**src/rtl/odd_issue.sv**
```systemverilog
// Odd-pipe issue stage: holds one decoded instruction, tracks in-flight producers
// in a 7-deep age shift register, and issues when no RAW hazard remains.
module odd_issue (
   input  logic        clk,
   input  logic        reset,
   input  logic        flush,
   input  logic        in_valid,
   output logic        in_ready,
   input  logic [0:10] in_op,
   input  logic [2:0]  in_format,
   input  logic [1:0]  in_unit,
   input  logic [0:17] in_imm,
   input  logic [0:6]  in_rt_addr,
   input  logic [0:6]  in_ra_addr,
   input  logic [0:6]  in_rb_addr,
   input  logic        in_reg_write,
   input  logic        in_uses_ra,
   input  logic        in_uses_rb,
   output logic [0:10] op,
   output logic [2:0]  format,
   output logic [1:0]  unit,
   output logic [0:17] imm,
   output logic [0:6]  rt_addr,
   output logic        reg_write,
   output logic        issue,
   output logic [2:0]  ra_sel,
   output logic [2:0]  rb_sel,
   output logic [15:0] stall_cycles
);

   typedef struct packed {
      logic       valid;
      logic [0:6] rt_addr;
      logic       reg_write;
      logic [2:0] lat;
   } slot_t;

   slot_t      slot [1:7];
   logic       hold_valid;
   logic [0:6] hold_ra_addr;
   logic [0:6] hold_rb_addr;
   logic       hold_uses_ra;
   logic       hold_uses_rb;

   logic [5:0] ra_prod;
   logic [5:0] rb_prod;
   logic [2:0] ra_k;
   logic [2:0] rb_k;
   logic       hazard_ra;
   logic       hazard_rb;

   function automatic logic [2:0] unit_latency(input logic [1:0] u);
      case (u)
         2'd1:    return 3'd6;
         2'd2:    return 3'd1;
         default: return 3'd4;
      endcase
   endfunction

   // Returns {k, latency} of the youngest matching producer, or zero when none.
   function automatic logic [5:0] find_producer(input logic [0:6] s, input logic uses,
                                                input slot_t sl [1:7]);
      logic [5:0] r;
      logic       found;
      r = '0;
      found = 1'b0;
      for (int unsigned k = 1; k <= 7; k++) begin
         if (!found && uses && sl[k].valid && sl[k].reg_write && sl[k].rt_addr == s) begin
            r = {3'(k), sl[k].lat};
            found = 1'b1;
         end
      end
      return r;
   endfunction

   always_comb begin
      ra_prod   = find_producer(hold_ra_addr, hold_uses_ra, slot);
      rb_prod   = find_producer(hold_rb_addr, hold_uses_rb, slot);
      ra_k      = ra_prod[5:3];
      rb_k      = rb_prod[5:3];
      hazard_ra = hold_valid && (ra_k != '0) && (ra_k < ra_prod[2:0]);
      hazard_rb = hold_valid && (rb_k != '0) && (rb_k < rb_prod[2:0]);
      issue     = hold_valid && !hazard_ra && !hazard_rb && !flush;
      in_ready  = (!hold_valid || issue) && !flush;
      ra_sel    = (hold_valid && !hazard_ra) ? ra_k : '0;
      rb_sel    = (hold_valid && !hazard_rb) ? rb_k : '0;
   end

   always_ff @(posedge clk) begin
      if (reset) begin
         hold_valid   <= 1'b0;
         stall_cycles <= '0;
         for (int unsigned k = 1; k <= 7; k++) slot[k] <= '0;
      end else begin
         if (flush) begin
            hold_valid <= 1'b0;
         end else if (in_valid && in_ready) begin
            hold_valid   <= 1'b1;
            op           <= in_op;
            format       <= in_format;
            unit         <= in_unit;
            imm          <= in_imm;
            rt_addr      <= in_rt_addr;
            reg_write    <= in_reg_write;
            hold_ra_addr <= in_ra_addr;
            hold_rb_addr <= in_rb_addr;
            hold_uses_ra <= in_uses_ra;
            hold_uses_rb <= in_uses_rb;
         end else if (issue) begin
            hold_valid <= 1'b0;
         end

         if (hold_valid && !issue && !flush && stall_cycles != '1)
            stall_cycles <= stall_cycles + 16'd1;

         slot[1] <= issue ? {1'b1, rt_addr, reg_write, unit_latency(unit)} : '0;
         for (int unsigned k = 2; k <= 7; k++) slot[k] <= slot[k-1];
      end
   end

endmodule

```
**config.mk**
```make
export PLATFORM = sky130hd
export DESIGN_NAME = odd_issue
export DESIGN_NICKNAME = d
export VERILOG_FILES = /design/src/rtl/odd_issue.sv
export SDC_FILE = /design/constraint.sdc
export NUM_CORES = 1
export LEC_CHECK = 0
export CAP_MARGIN = 0
export CELL_PAD_IN_SITES_DETAIL_PLACEMENT = 0
export CELL_PAD_IN_SITES_GLOBAL_PLACEMENT = 1
export CORE_ASPECT_RATIO = 0.8
export CORE_MARGIN = 4
export CORE_UTILIZATION = 44
export DETAILED_ROUTE_END_ITERATION = 10
export PLACE_DENSITY_LB_ADDON = 0.05
export SLEW_MARGIN = 20
export SYNTH_ARGS = -nofsm -noshare
export SYNTH_HDL_FRONTEND = slang
export SYNTH_SLANG_ARGS = --single-unit
```
**constraint.sdc**
```tcl
create_clock -name clk -period 10.6 [get_ports clk]
set_clock_uncertainty 0.1 [all_clocks]
set_input_delay 2.12 -clock clk [delete_from_list [all_inputs] [get_ports clk]]
set_output_delay 2.12 -clock clk [all_outputs]
set_load 0.03 [all_outputs]
```
# After elaboration in Yosys (flattened, before gate mapping)
# Cells that the tools add are included.
# classes
bitwise_logic	3
order_cmp	2
div_mod_pow	0
n_mul	0
n_eq_ne	17
muxes	32
n_reduce_logical	91
shifts	0
addsub	1
# ops
cell	n
$eq A7 B7 Y1	14
$logic_and A1 B1 Y1	67
$mux W6	11
$logic_not A1 Y1	17
$add A16 B1 Y16 const B	1
$ne A16 B16 Y1 const B	1
$mux W1	14
$mux W12	1
$mux W4	2
$lt A3 B3 Y1	2
$mux W3	2
$pmux W3 S2	1
$reduce_bool A3 Y1	2
$mux W5	1
$reduce_or A2 Y1	2
$not A1 Y1	3
$reduce_and A3 Y1	1
$eq A2 B1 Y1 const B	1
$eq A2 B2 Y1 const B	1
$reduce_bool A2 Y1	1
$logic_or A1 B1 Y1	1
# totals
regBits	159
n_memories	0
inputBits	62
latch_bits	0
mem_bits_ro	0
output_inout_bits	66
ram_bits	0

# Depth between registers and ports, before layout
# Gate-level depths: netlist (run 1).
# depth
word_depth	51
ltp_mapped	19
mapped_depth_nobuf	17

# Worst setup path before layout (run 1)
# Ideal clock, no wire load.
# synth_timing
path_kind	register -> output
startpoint	reg hold_ra_addr[2] (netlist name)
endpoint	out issue
t_required_ns	8.380
arrival_ns	3.893
setup_slack_ns	4.487
path_buffers	1
stages_incl_launch_ff	16
cell_sequence	edfxtp_1 > buf_6 > xnor2_2 > nand4_1 > or4_4 > and3_4 > and2_1 > nand4bb_1 > nand2_1 > or3_1 > ha_1 > nand2_1 > o31ai_1 > a2111oi_4 > or3b_1 > nor2_1
# synth_between
elab_chain_len	46
word_cells_on_any_way	59
# synth_lines
element	line_no	rtl
start: declaration	40	logic [0:6] hold_ra_addr;
start signal: assignment	105	hold_ra_addr <= in_ra_addr;
$eq A7 B7 Y1	68	if (!found && uses && sl[k].valid && sl[k].reg_write && sl[k].rt_addr == s) begin
$logic_and A1 B1 Y1	68	
$mux W1	68	
$logic_not A1 Y1	68	
$logic_and A1 B1 Y1 (4 in a row)	68	
$mux W1	68	
$logic_not A1 Y1	68	
$logic_and A1 B1 Y1 (4 in a row)	68	
(+18 left out)	--	
$mux W1	68	
$logic_not A1 Y1	68	
$logic_and A1 B1 Y1 (4 in a row)	68	
$mux W6 (*)	68	
parallel branches: the longest is 2 deep, another holds $lt A3 B3 Y1	--	
$logic_and A1 B1 Y1 (*)	81	hazard_ra = hold_valid && (ra_k != '0) && (ra_k < ra_prod[2:0]);
$logic_not A1 Y1 (*)	83	issue = hold_valid && !hazard_ra && !hazard_rb && !flush;
$logic_and A1 B1 Y1 (*) (3 in a row)	83	
end: declaration	25	output logic issue,
# Every way passes the cells marked *.

# Worst setup path in the final report (run 1)
# layout_timing
startpoint	reg hold_ra_addr[1] (netlist name)
endpoint	out in_ready
# layout_between
elab_chain_len	48
word_cells_on_any_way	61
# layout_lines
element	line_no	rtl
$eq A7 B7 Y1	68	
$logic_and A1 B1 Y1	68	
$mux W1	68	
$logic_not A1 Y1	68	
$logic_and A1 B1 Y1 (4 in a row)	68	
$mux W1	68	
$logic_not A1 Y1	68	
$logic_and A1 B1 Y1 (4 in a row)	68	
(+20 left out)	--	
$logic_and A1 B1 Y1 (4 in a row)	68	
$mux W6 (*)	68	
parallel branches: the longest is 2 deep, another holds $lt A3 B3 Y1	--	
$logic_and A1 B1 Y1 (*)	81	
$logic_not A1 Y1 (*)	83	
$logic_and A1 B1 Y1 (*) (3 in a row)	83	
$logic_or A1 B1 Y1 (*)	84	in_ready = (!hold_valid || issue) && !flush;
$logic_and A1 B1 Y1 (*)	84	
end: declaration	8	output logic in_ready,
# Marked as above.

==> flow_summary.json, run 1 <==
{
  "dieArea_um2": 17700,
  "finalSetupViolCount": 0,
  "drtAntennaViolNets": 0,
  "outcome": "complete, no violations",
  "synth_top_cell_area_share_pct": 29.1,
  "total_grt_overflow": 0,
  "via_per_inst": 5.01,
  "grt_util_all_layers_pct": 19.2,
  "finalWorstSetupSlack_ns": 3.01,
  "holdBufCountCts": 0,
  "core_area_um2": 15200,
  "worst_slew_pin_tran_ns": 0.922,
  "pre_cts_setup_slack_ns": 3.53,
  "setup.worst_path.class": "flop to output pin",
  "ys_seq_elements": 158,
  "worst_hold_startpoint": "slot[72]",
  "power_per_cell_area_nw_per_um2": 149,
  "ys_types": 59,
  "share_of_post_route_cells_with_drive_strength_above_1_pct": 7.00,
  "power.ir.vdd_worst_v": 0.000103,
  "grt_first_pass_wirelength_um": 26200,
  "post-cts-setup-buffer-count": 0,
  "initialDrtViolationCount": 229,
  "place.gp.congestion": 0.958,
  "via_count": 4840,
  "die-height_um": 120,
  "final.setup.tns_ns": 0,
  "cts-resized-gates": 0,
  "number_of_nets_in_the_finished_design": 811,
  "place.port_buffers": 127,
  "crit_required_ns": 8.38,
  "drt_pre_antenna_iters": 5,
  "crit-reg2reg-launch": "hold_ra_addr[1]",
  "antenna_found_initial": 0,
  "post_synthesis_net_count": 687,
  "mappedNetlistArea_um2": 6880,
  "fin_crit_sh_pct": 71.6,
  "tritoncts": "done",
  "flow.area_growth_from_synthesis_pct": 29.0,
  "synth_async_sr_flop_share_pct": 0,
  "final_cells": 967,
  "clock_path_buffers": 2,
  "yosysTopAreaCell": "sky130_fd_sc_hd__dfxtp_1",
  "dpl_cell_area_um2": 8280,
  "cts-root-buf": "sky130_fd_sc_hd__clkbuf_16",
  "n_antenna_cell": 0,
  "synth_area_per_cell_um2": 11.1,
  "wire_length_per_cell_um": 16.9,
  "timing.max_cap.violations": 0,
  "die_x_um": 148,
  "dp_hpwl_um": 12000,
  "clk_pin_slew_worst_paths_ns": 0.07,
  "holdCritPathClass": "flop to flop",
  "ys_top_cells_by_area": "sky130_fd_sc_hd__dfxtp_1, sky130_fd_sc_hd__edfxtp_1, sky130_fd_sc_hd__xnor2_1, sky130_fd_sc_hd__nor2b_1, sky130_fd_sc_hd__xor2_1",
  "achievable-frequency_ghz": 0.132,
  "placementRows": 40,
  "dpl.cell_count": 935,
  "rsz0062_at_grt": "false",
  "timing.slew.headroom_pct": 38.5,
  "pin_count_of_the_biggest_net_entering_global_routing": 90,
  "cts.sinks": 158,
  "timing.final.crit_period_ns": 7.59,
  "detail_route.wirelength_um": 16300,
  "synth_cells": 620,
  "synth.yosys.seq_area_share_pct": 54.4,
  "yosys_warns": 0,
  "insertion_delay_ns": 0.43,
  "timing.critical_path.arrival_ns": 5.37,
  "ioPinCount": 128,
  "critPathCaptureType": "output pin",
  "remaining_drc_errors": 0,
  "hold_violations": 0,
  "maxSlewViolCount": 0,
  "timing.critical_path.from_type": "flop",
  "fin_area_um2": 8870,
  "cts-buffers-inserted": 17,
  "synth_edf_count": 58,
  "final.fill_count": 1323,
  "power.static_leakage_uw": 0.00313,
  "worstPathMaxFanout": 13,
  "critical_path_startpoint": "hold_ra_addr[1]",
  "dominantRegCellSynth": "sky130_fd_sc_hd__dfxtp_1",
  "vias_in_the_first_global_route": 4949,
  "htree_levels": 4,
  "start_util_pct": 45.3
}
metal layers:
| metal | wire length, um | up-vias | GRT usage [%] | part of all wire [%] |
|---|---|---|---|---|
| li1 | - | 2416 | - | - |
| met1 | 7800 | 2272 | 26.3 | 48 |
| met2 | 7070 | 136 | 27.9 | 43 |
| met3 | 1280 | 16 | 8.34 | 7.8 |
| met4 | 163 | 0 | 4.54 | 1.0 |
| met5 | 0 | - | 0 | 0 |
cells in the final DEF (no fill, tap or decap), types with 4 or more instances in the layout:
master / instances
sky130_fd_sc_hd__nand4_1: 20
sky130_fd_sc_hd__nand3_1: 18
sky130_fd_sc_hd__nor4_2: 4
sky130_fd_sc_hd__edfxtp_1: 58
sky130_fd_sc_hd__inv_6: 5
sky130_fd_sc_hd__clkbuf_16: 17
sky130_fd_sc_hd__inv_8: 5
sky130_fd_sc_hd__clkdlybuf4s50_1: 126
sky130_fd_sc_hd__nor4_1: 9
sky130_fd_sc_hd__a21oi_1: 14
sky130_fd_sc_hd__inv_1: 11
sky130_fd_sc_hd__nor2b_1: 71
sky130_fd_sc_hd__xnor2_1: 66
sky130_fd_sc_hd__dfxtp_1: 100
sky130_fd_sc_hd__nand2_1: 41
sky130_fd_sc_hd__and3_1: 9
sky130_fd_sc_hd__and2_1: 10
sky130_fd_sc_hd__xor2_1: 33
sky130_fd_sc_hd__ha_1: 5
sky130_fd_sc_hd__mux2i_1: 7
sky130_fd_sc_hd__o21ai_0: 17
sky130_fd_sc_hd__and4b_1: 4
sky130_fd_sc_hd__nor2_1: 27
sky130_fd_sc_hd__or3_1: 11
sky130_fd_sc_hd__buf_4: 5
sky130_fd_sc_hd__nor3_1: 5
through the flow:
stage | power [uW] | hold WS, ns | util, %
global placement | 724 | 0.319 | 54.6
finish | 1320 | 0.334 | 58.5
floorplan | 688 | 0.314 | -
CTS | 1340 | 0.336 | 58.5
detailed placement | 725 | 0.321 | 54.6
global route | 1370 | 0.346 | 58.5
cell families after synthesis:
family,after synthesis,synth area share [%]
and+or+nand+nor,251,21.3
DFF,158,54.4
xor gates and xnor gates,100,12.8
AOI/OAI and AO/OA,61,6.48
buffers and inverters,38,3.00
muxes,7,1.02
adders and majority gates,5,0.910
report_power, final:
part / internal (uW) / switching (uW)
combinational: 34.8 / 29.9
sequential: 637 / 8.81
clock: 336 / 275
worst max-delay path, cell delays in order, from the launching register on:
cell	delay, ns
sky130_fd_sc_hd__edfxtp_1	0.62
sky130_fd_sc_hd__xor2_1	0.23
sky130_fd_sc_hd__nor2_1	0.18
sky130_fd_sc_hd__nand4_1	0.39
sky130_fd_sc_hd__and3_4	0.33
sky130_fd_sc_hd__and2_1	0.17
sky130_fd_sc_hd__nand3b_1	0.17
sky130_fd_sc_hd__nor2_1	0.07
sky130_fd_sc_hd__a41oi_1	0.20
sky130_fd_sc_hd__mux2i_1	0.11
sky130_fd_sc_hd__ha_1	0.33
sky130_fd_sc_hd__and4b_1	0.19
sky130_fd_sc_hd__a311oi_1	0.26
sky130_fd_sc_hd__o31ai_1	0.16
sky130_fd_sc_hd__a2111oi_4	0.51
sky130_fd_sc_hd__o21ai_2	0.23
sky130_fd_sc_hd__nor2b_1	0.19
sky130_fd_sc_hd__clkdlybuf4s50_1	0.60
Yosys cell counts (4+ instances only):
cell type / instances
sky130_fd_sc_hd__a21oi_1: 14
sky130_fd_sc_hd__and2_1: 10
sky130_fd_sc_hd__and3_1: 10
sky130_fd_sc_hd__and4b_1: 4
sky130_fd_sc_hd__buf_2: 6
sky130_fd_sc_hd__buf_4: 7
sky130_fd_sc_hd__buf_6: 4
sky130_fd_sc_hd__clkbuf_1: 9
sky130_fd_sc_hd__dfxtp_1: 100
sky130_fd_sc_hd__edfxtp_1: 58
sky130_fd_sc_hd__ha_1: 5
sky130_fd_sc_hd__inv_1: 11
sky130_fd_sc_hd__mux2i_1: 7
sky130_fd_sc_hd__nand2_1: 41
sky130_fd_sc_hd__nand3_1: 18
sky130_fd_sc_hd__nand4_1: 20
sky130_fd_sc_hd__nor2_1: 27
sky130_fd_sc_hd__nor2b_1: 71
sky130_fd_sc_hd__nor3_1: 5
sky130_fd_sc_hd__nor4_1: 9
sky130_fd_sc_hd__nor4_2: 4
sky130_fd_sc_hd__o21ai_0: 17
sky130_fd_sc_hd__or3_1: 11
sky130_fd_sc_hd__xnor2_1: 66
sky130_fd_sc_hd__xor2_1: 33
registers in the layout (all words and copies together), names as in the netlist:
register,cells
slot,83
imm,18
stall_cycles,16
op,11
hold_ra_addr,7
hold_rb_addr,7
rt_addr,7
format,3
unit,2
hold_uses_ra,1
hold_uses_rb,1
hold_valid,1
reg_write,1
area by class of cell:
type / count / area, um2 / area share [%]
flip-flops and latches: 158 / 3740 / 42.2
multi-input cells: 424 / 2930 / 33.0
repair buffers: 132 / 1300 / 14.7
clock buffers: 17 / 425 / 4.79
well taps: 210 / 263 / 2.96
clock inverters: 15 / 168 / 1.89
inverters: 11 / 41.3 / 0.465
path summary, 6_finish.rpt:
kind / end / cells past startpoint / slack (ns)
setup reg to reg: hold_rb_addr[1] / 17 / 5.23
hold / removal: slot[60] / 1 / 0.33
setup / recovery: in_ready / 17 / 3.01
hold reg to reg: slot[60] / 1 / 0.33
(Power assumes the default switching activity.)
==> run 2, diff against run 1 <==
Settings changed: CORE_UTILIZATION 44 to 41.
Clock period 10.6 ns to 7.5 ns, I/O delays scaled along.
==> run 2 against run 1 <==
Compared with the run above:
- critical path depth stayed put
- cell area is 0.41% higher
- highest routed layer unchanged
- sequential power is 41% higher
- largest power group unchanged
- flip-flop and latch count stayed put
- non-clock buffer count is 1 higher
==> flow_summary.json, run 2 (synthesized netlist as in run 1, its figures left out) <==
{
  "placementRows": 42,
  "antenna_found_initial": 0,
  "wire_length_per_cell_um": 16.9,
  "grt_first_pass_wirelength_um": 26400,
  "grt_util_all_layers_pct": 17.8,
  "clk_pin_slew_worst_paths_ns": 0.07,
  "core_area_um2": 16500,
  "pin_count_of_the_biggest_net_entering_global_routing": 90,
  "outcome": "complete, no violations",
  "die-height_um": 124,
  "insertion_delay_ns": 0.42,
  "cts-root-buf": "sky130_fd_sc_hd__clkbuf_16",
  "cts-resized-gates": 0,
  "via_per_inst": 4.92,
  "reg_top3": "slot: 83 flops, imm: 18 flops, stall_cycles: 16 flops",
  "power.static_leakage_uw": 0.00313,
  "worstPathMaxFanout": 13,
  "critPathCaptureType": "output pin",
  "finalHoldWorstSlack_ns": 0.328,
  "post-cts-setup-buffer-count": 0,
  "htree_levels": 4,
  "initialDrtViolationCount": 218,
  "drt_pre_antenna_iters": 4,
  "dieArea_um2": 18900,
  "place.port_buffers": 127,
  "proportion_of_power_drawn_by_the_clock_network_pct": 47.0,
  "tritoncts": "done",
  "internal-power_uw": 1480,
  "timing.max_cap.violations": 0,
  "hold_violations": 0,
  "finalSetupViolCount": 0,
  "fin_crit_sh_pct": 92.1,
  "maxSlewViolCount": 0,
  "drtAntennaViolNets": 0,
  "achievable-frequency_ghz": 0.145,
  "final_cells": 978,
  "holdBufCountCts": 0,
  "crit_required_ns": 5.90,
  "die_x_um": 153,
  "via_count": 4812,
  "power.net_switching_uw": 416,
  "final.setup.tns_ns": 0,
  "final_common_cell": "sky130_fd_sc_hd__clkdlybuf4s50_1",
  "total_grt_overflow": 0,
  "cts.sinks": 158,
  "worst_slew_pin_tran_ns": 0.960,
  "timing.slew.headroom_pct": 35.4,
  "dp_hpwl_um": 12400,
  "rsz0062_at_grt": "false",
  "largest_register_ffs": 83,
  "place.gp.congestion": 0.861,
  "power.ir.vdd_worst_v": 0.000150,
  "share_of_post_route_cells_with_drive_strength_above_1_pct": 7.12,
  "comb_power_share_pct": 4.8,
  "flow.area_growth_from_synthesis_pct": 29.5,
  "timing.final.crit_period_ns": 6.91,
  "number_of_nets_in_the_finished_design": 812,
  "power_per_cell_area_nw_per_um2": 213,
  "clock_path_buffers": 2,
  "setup.worst_path.class": "flop to output pin",
  "detail_route.wirelength_um": 16500,
  "switching_fraction_pct": 21.9,
  "timing.critical_path.from_type": "flop",
  "timing.critical_path.arrival_ns": 5.31,
  "vias_in_the_first_global_route": 4923,
  "dpl.cell_count": 946,
  "holdCritPathClass": "flop to flop",
  "ioPinCount": 128,
  "registers.top_by_ff_count": "slot",
  "remaining_drc_errors": 0,
  "n_antenna_cell": 0,
  "start_util_pct": 41.7,
  "fraction_of_power_consumed_by_sequential_logic_pct": 48.1,
  "cts-buffers-inserted": 17,
  "layout.cells.most_common_list": "sky130_fd_sc_hd__clkdlybuf4s50_1, sky130_fd_sc_hd__dfxtp_1, sky130_fd_sc_hd__nor2b_1, sky130_fd_sc_hd__xnor2_1, sky130_fd_sc_hd__edfxtp_1"
}
## run 2: power by group through the flow
stage,Combinational [uW],Clock (uW),Sequential [uW]
after global placement,91.8,0,932
after CTS,93.3,917,913
after global routing,98.3,948,914
final,91.9,893,913
after detailed placement,93.0,0,932
after floorplan,35.9,0,936
## run 2: critical path: stages, from the launching register on
cell and delay [ns]:
sky130_fd_sc_hd__edfxtp_1 0.58, sky130_fd_sc_hd__xnor2_2 0.20, sky130_fd_sc_hd__nand4_1 0.15, sky130_fd_sc_hd__or4_4 0.56
sky130_fd_sc_hd__and3_4 0.22, sky130_fd_sc_hd__and2_1 0.17, sky130_fd_sc_hd__nand3b_1 0.18, sky130_fd_sc_hd__nor2_1 0.08
sky130_fd_sc_hd__a41oi_1 0.17, sky130_fd_sc_hd__mux2i_1 0.10, sky130_fd_sc_hd__ha_1 0.32, sky130_fd_sc_hd__and4b_1 0.19
sky130_fd_sc_hd__a311oi_1 0.25, sky130_fd_sc_hd__o31ai_1 0.16, sky130_fd_sc_hd__a2111oi_4 0.53, sky130_fd_sc_hd__o21ai_2 0.23
sky130_fd_sc_hd__nor2b_1 0.19, sky130_fd_sc_hd__clkdlybuf4s50_1 0.59
## run 2: area by class of cell
cell class	count	area, um2
fill	1490	7590
sequential	158	3740
multi-input combinational	424	2930
timing repair buffer	133	1310
clock buffer	18	429
tap	220	275
clock inverter	14	180
inverter	11	41.3
## run 2: worst paths after layout
check             startpoint              end  slack [ns]  cells after the start
max reg2reg  hold_ra_addr[2]  hold_ra_addr[1]        1.91                     17
min reg2reg         slot[24]         slot[12]        0.33                      1
max          hold_ra_addr[2]         in_ready        0.59                     17
min                 slot[24]         slot[12]        0.33                      1
## run 2: stage by stage
stage | power (uW) | cell area, um2 | util, % | setup slack, ns
6_report | 1900 | 8910 | 54.0 | 0.589
5_1_grt | 1960 | 8910 | 54.0 | 0.246
4_1_cts | 1920 | 8910 | 54.0 | 0.555
3_5_place_dp | 1020 | 8300 | 50.3 | 1.04
3_3_place_gp | 1020 | 8300 | 50.3 | 1.17
2_1_floorplan | 972 | 6880 | - | 2.01
## run 2: layer usage
metal  global-route usage [%]  wire length (um)  vias to the layer above
met4                     6.23               212                        0
met3                     5.84              1100                       16
li1                         -                 -                     2414
met2                     26.5              7060                      126
met1                     24.6              8160                     2256
met5                        0                 0                        -
==> run 3, diff against run 2 <==
Clock period 7.5 ns to 7.2 ns, I/O delays scaled along.
==> run 3 against run 2 <==
Compared with the run above:
- first-iteration DRC count rose by 27%
- global-route usage rose by 0.29 points
- register-to-register slack got worse by 0.13 ns
- cell area fell by 0.39%
- non-clock buffer count rose by 3
- setup slack got worse by 0.25 ns
- flip-flop and latch count did not move
- combinational power rose by 4.4%
- clock power fell by 5.3%
- critical path type unchanged
- critical endpoint unchanged
- largest power group unchanged
==> flow_summary.json, run 3 (synthesized netlist as in run 1, its figures left out) <==
{
  "outcome": "complete, no violations",
  "timing.max_cap.violations": 0,
  "initialDrtViolationCount": 276,
  "grt_util_all_layers_pct": 18.1,
  "wire_length_per_cell_um": 16.9,
  "remaining_drc_errors": 0,
  "drt_pre_antenna_iters": 5,
  "flow.area_growth_from_synthesis_pct": 29.0,
  "tritoncts": "done",
  "fraction_of_power_consumed_by_sequential_logic_pct": 50.2,
  "worst_slew_pin_tran_ns": 0.923,
  "largest_register_ffs": 83,
  "final_common_cell": "sky130_fd_sc_hd__clkdlybuf4s50_1",
  "hold_violations": 0,
  "power.net_switching_uw": 450,
  "worstPathMaxFanout": 13,
  "holdBufCountCts": 0,
  "worst_hold_startpoint": "slot[24]",
  "rsz0062_at_grt": "false",
  "dpl_cell_area_um2": 8310,
  "registers.top_by_ff_count": "slot",
  "fin_crit_sh_pct": 95.3,
  "critPathMaxStageDelay_ns": 0.59,
  "dieArea_um2": 18900,
  "die_x_um": 153,
  "crit_required_ns": 5.66,
  "setup.worst_path.class": "flop to output pin",
  "comb_power_share_pct": 5.1,
  "via_count": 4833,
  "timing.critical_path.arrival_ns": 5.32,
  "timing.critical_path.from_type": "flop",
  "timing.slew.headroom_pct": 37.9,
  "share_of_post_route_cells_with_drive_strength_above_1_pct": 7.49,
  "r2r_setup_slack_ns": 1.78,
  "insertion_delay_ns": 0.43,
  "die-height_um": 124,
  "worst_hold_path.num_cells": 1,
  "final.setup.tns_ns": 0,
  "power_per_cell_area_nw_per_um2": 213,
  "finalSetupViolCount": 0,
  "holdCritPathClass": "flop to flop",
  "timing.final.crit_period_ns": 6.86,
  "place.port_buffers": 127,
  "place.gp.congestion": 0.848,
  "worst-r2r-cell-count": 17,
  "final.fill_count": 1466,
  "design_power_total_uw": 1890,
  "switching_fraction_pct": 23.8,
  "start_util_pct": 41.7,
  "critical_path.cell_chain": "xnor2_2 > nand4_1 > or4_4 > and3_4 > and2_1 > nand3b_1 > nor2_1 > a41oi_1 > mux2i_1 > ha_1 > and4b_1 > a311oi_1 > o31ai_1 > a2111oi_4 > o21ai_2 > nor2b_1 > clkdlybuf4s50_1",
  "antenna_found_initial": 0,
  "placementRows": 42,
  "htree_levels": 4,
  "critPathCaptureType": "output pin",
  "pin_count_of_the_biggest_net_entering_global_routing": 90,
  "number_of_nets_in_the_finished_design": 815,
  "reg_top3": "slot: 83 flops, imm: 18 flops, stall_cycles: 16 flops",
  "clk_pin_slew_worst_paths_ns": 0.07,
  "dp_hpwl_um": 12400,
  "clock_path_buffers": 2,
  "internal-power_uw": 1440,
  "total_grt_overflow": 0,
  "crit-reg2reg-launch": "hold_ra_addr[2]",
  "cts.sinks": 158,
  "min_delay_worst_endpoint": "slot[12]",
  "layout.cells.most_common_list": "sky130_fd_sc_hd__clkdlybuf4s50_1, sky130_fd_sc_hd__dfxtp_1, sky130_fd_sc_hd__nor2b_1, sky130_fd_sc_hd__xnor2_1, sky130_fd_sc_hd__edfxtp_1",
  "vias_in_the_first_global_route": 4941,
  "detail_route.wirelength_um": 16600,
  "proportion_of_power_drawn_by_the_clock_network_pct": 44.7,
  "path_buf_inv": 1,
  "critical-path-top-delay-family": "simple AND/OR/NAND/NOR gates",
  "power.static_leakage_uw": 0.00312,
  "fin_area_um2": 8870,
  "power.ir.vdd_worst_v": 0.000132,
  "drtAntennaViolNets": 0,
  "cts-buffers-inserted": 17,
  "crit_slowest_cell": "sky130_fd_sc_hd__clkdlybuf4s50_1",
  "core_area_um2": 16500,
  "achievable-frequency_ghz": 0.146,
  "final_core_util_pct": 53.8,
  "grt_first_pass_wirelength_um": 26600,
  "crit-reg2reg-capture": "hold_ra_addr[4]",
  "maxSlewViolCount": 0,
  "n_antenna_cell": 0,
  "ioPinCount": 128,
  "cts-root-buf": "sky130_fd_sc_hd__clkbuf_16",
  "via_per_inst": 4.93
}
[run 3: cell count changes in the layout (fill, tap and decap cells not counted), sizes merged]
cell / previous run / this run
bufinv: 3 / 0
buf: 7 / 10
inv: 17 / 19
clkinv: 2 / 3
[run 3: layout make-up]
class | count | area (um2) | share of cell area, %
inverter | 11 | 41.3 | 0.465
tap | 220 | 275 | 3.10
timing repair buffer | 136 | 1330 | 15.0
multi-input combinational | 424 | 2930 | 33.0
clock inverter | 14 | 123 | 1.38
clock buffer | 18 | 429 | 4.84
sequential | 158 | 3740 | 42.2
[run 3: worst max path at each step]
stage | end | start | cells after the start | slack, ns
after floorplan | issue | hold_ra_addr[2] | 15 | 1.77
after global placement | in_ready | hold_ra_addr[1] | 16 | 0.95
after detailed placement | in_ready | hold_ra_addr[2] | 17 | 0.82
after CTS | in_ready | hold_ra_addr[2] | 17 | 0.33
after global routing | in_ready | hold_ra_addr[0] | 17 | 0.02
final | in_ready | hold_ra_addr[2] | 17 | 0.34
[run 3: metal layers]
metal	track usage (%)	vias to the layer above	routed length (um)
met3	6.04	12	1160
met4	5.62	0	157
met5	0	-	0
met1	25.3	2258	8190
li1	-	2419	-
met2	26.8	144	7110
[run 3: power groups by stage]
stage | Sequential (uW) | Combinational (uW) | Clock (uW)
floorplan | 975 | 37.4 | 0
global placement | 970 | 95.7 | 0
detailed placement | 971 | 96.5 | 0
CTS | 951 | 97.1 | 868
global route | 952 | 103 | 907
finish | 951 | 95.9 | 846
[run 3: metrics by stage]
| stage | cells | worst slack (ns) | hold WS, ns |
|---|---|---|---|
| after floorplan | 620 | 1.77 | 0.314 |
| after global placement | 947 | 0.954 | 0.318 |
| after detailed placement | 947 | 0.818 | 0.321 |
| after CTS | 979 | 0.334 | 0.330 |
| after global routing | 981 | 0.0249 | 0.347 |
| final | 981 | 0.335 | 0.330 |
[run 3: worst reg2reg max path: cells and delay by family (launching register included)]
family                   cells  cell delay [ns]
AO/OA/AOI/OAI                5             1.21
flip-flops                   1             0.58
AND/OR/NAND/NOR              8             2.16
adder cells (fa/ha/maj)      1             0.33
XOR/XNOR                     1             0.21
buffers and inverters        1             0.39
multiplexers                 1             0.11
[run 3: what timing repair did]
item                       4_1_cts  5_1_grt
setup endpoints to repair        0        1
setup buffers                    0        2
gates resized for setup          0        0
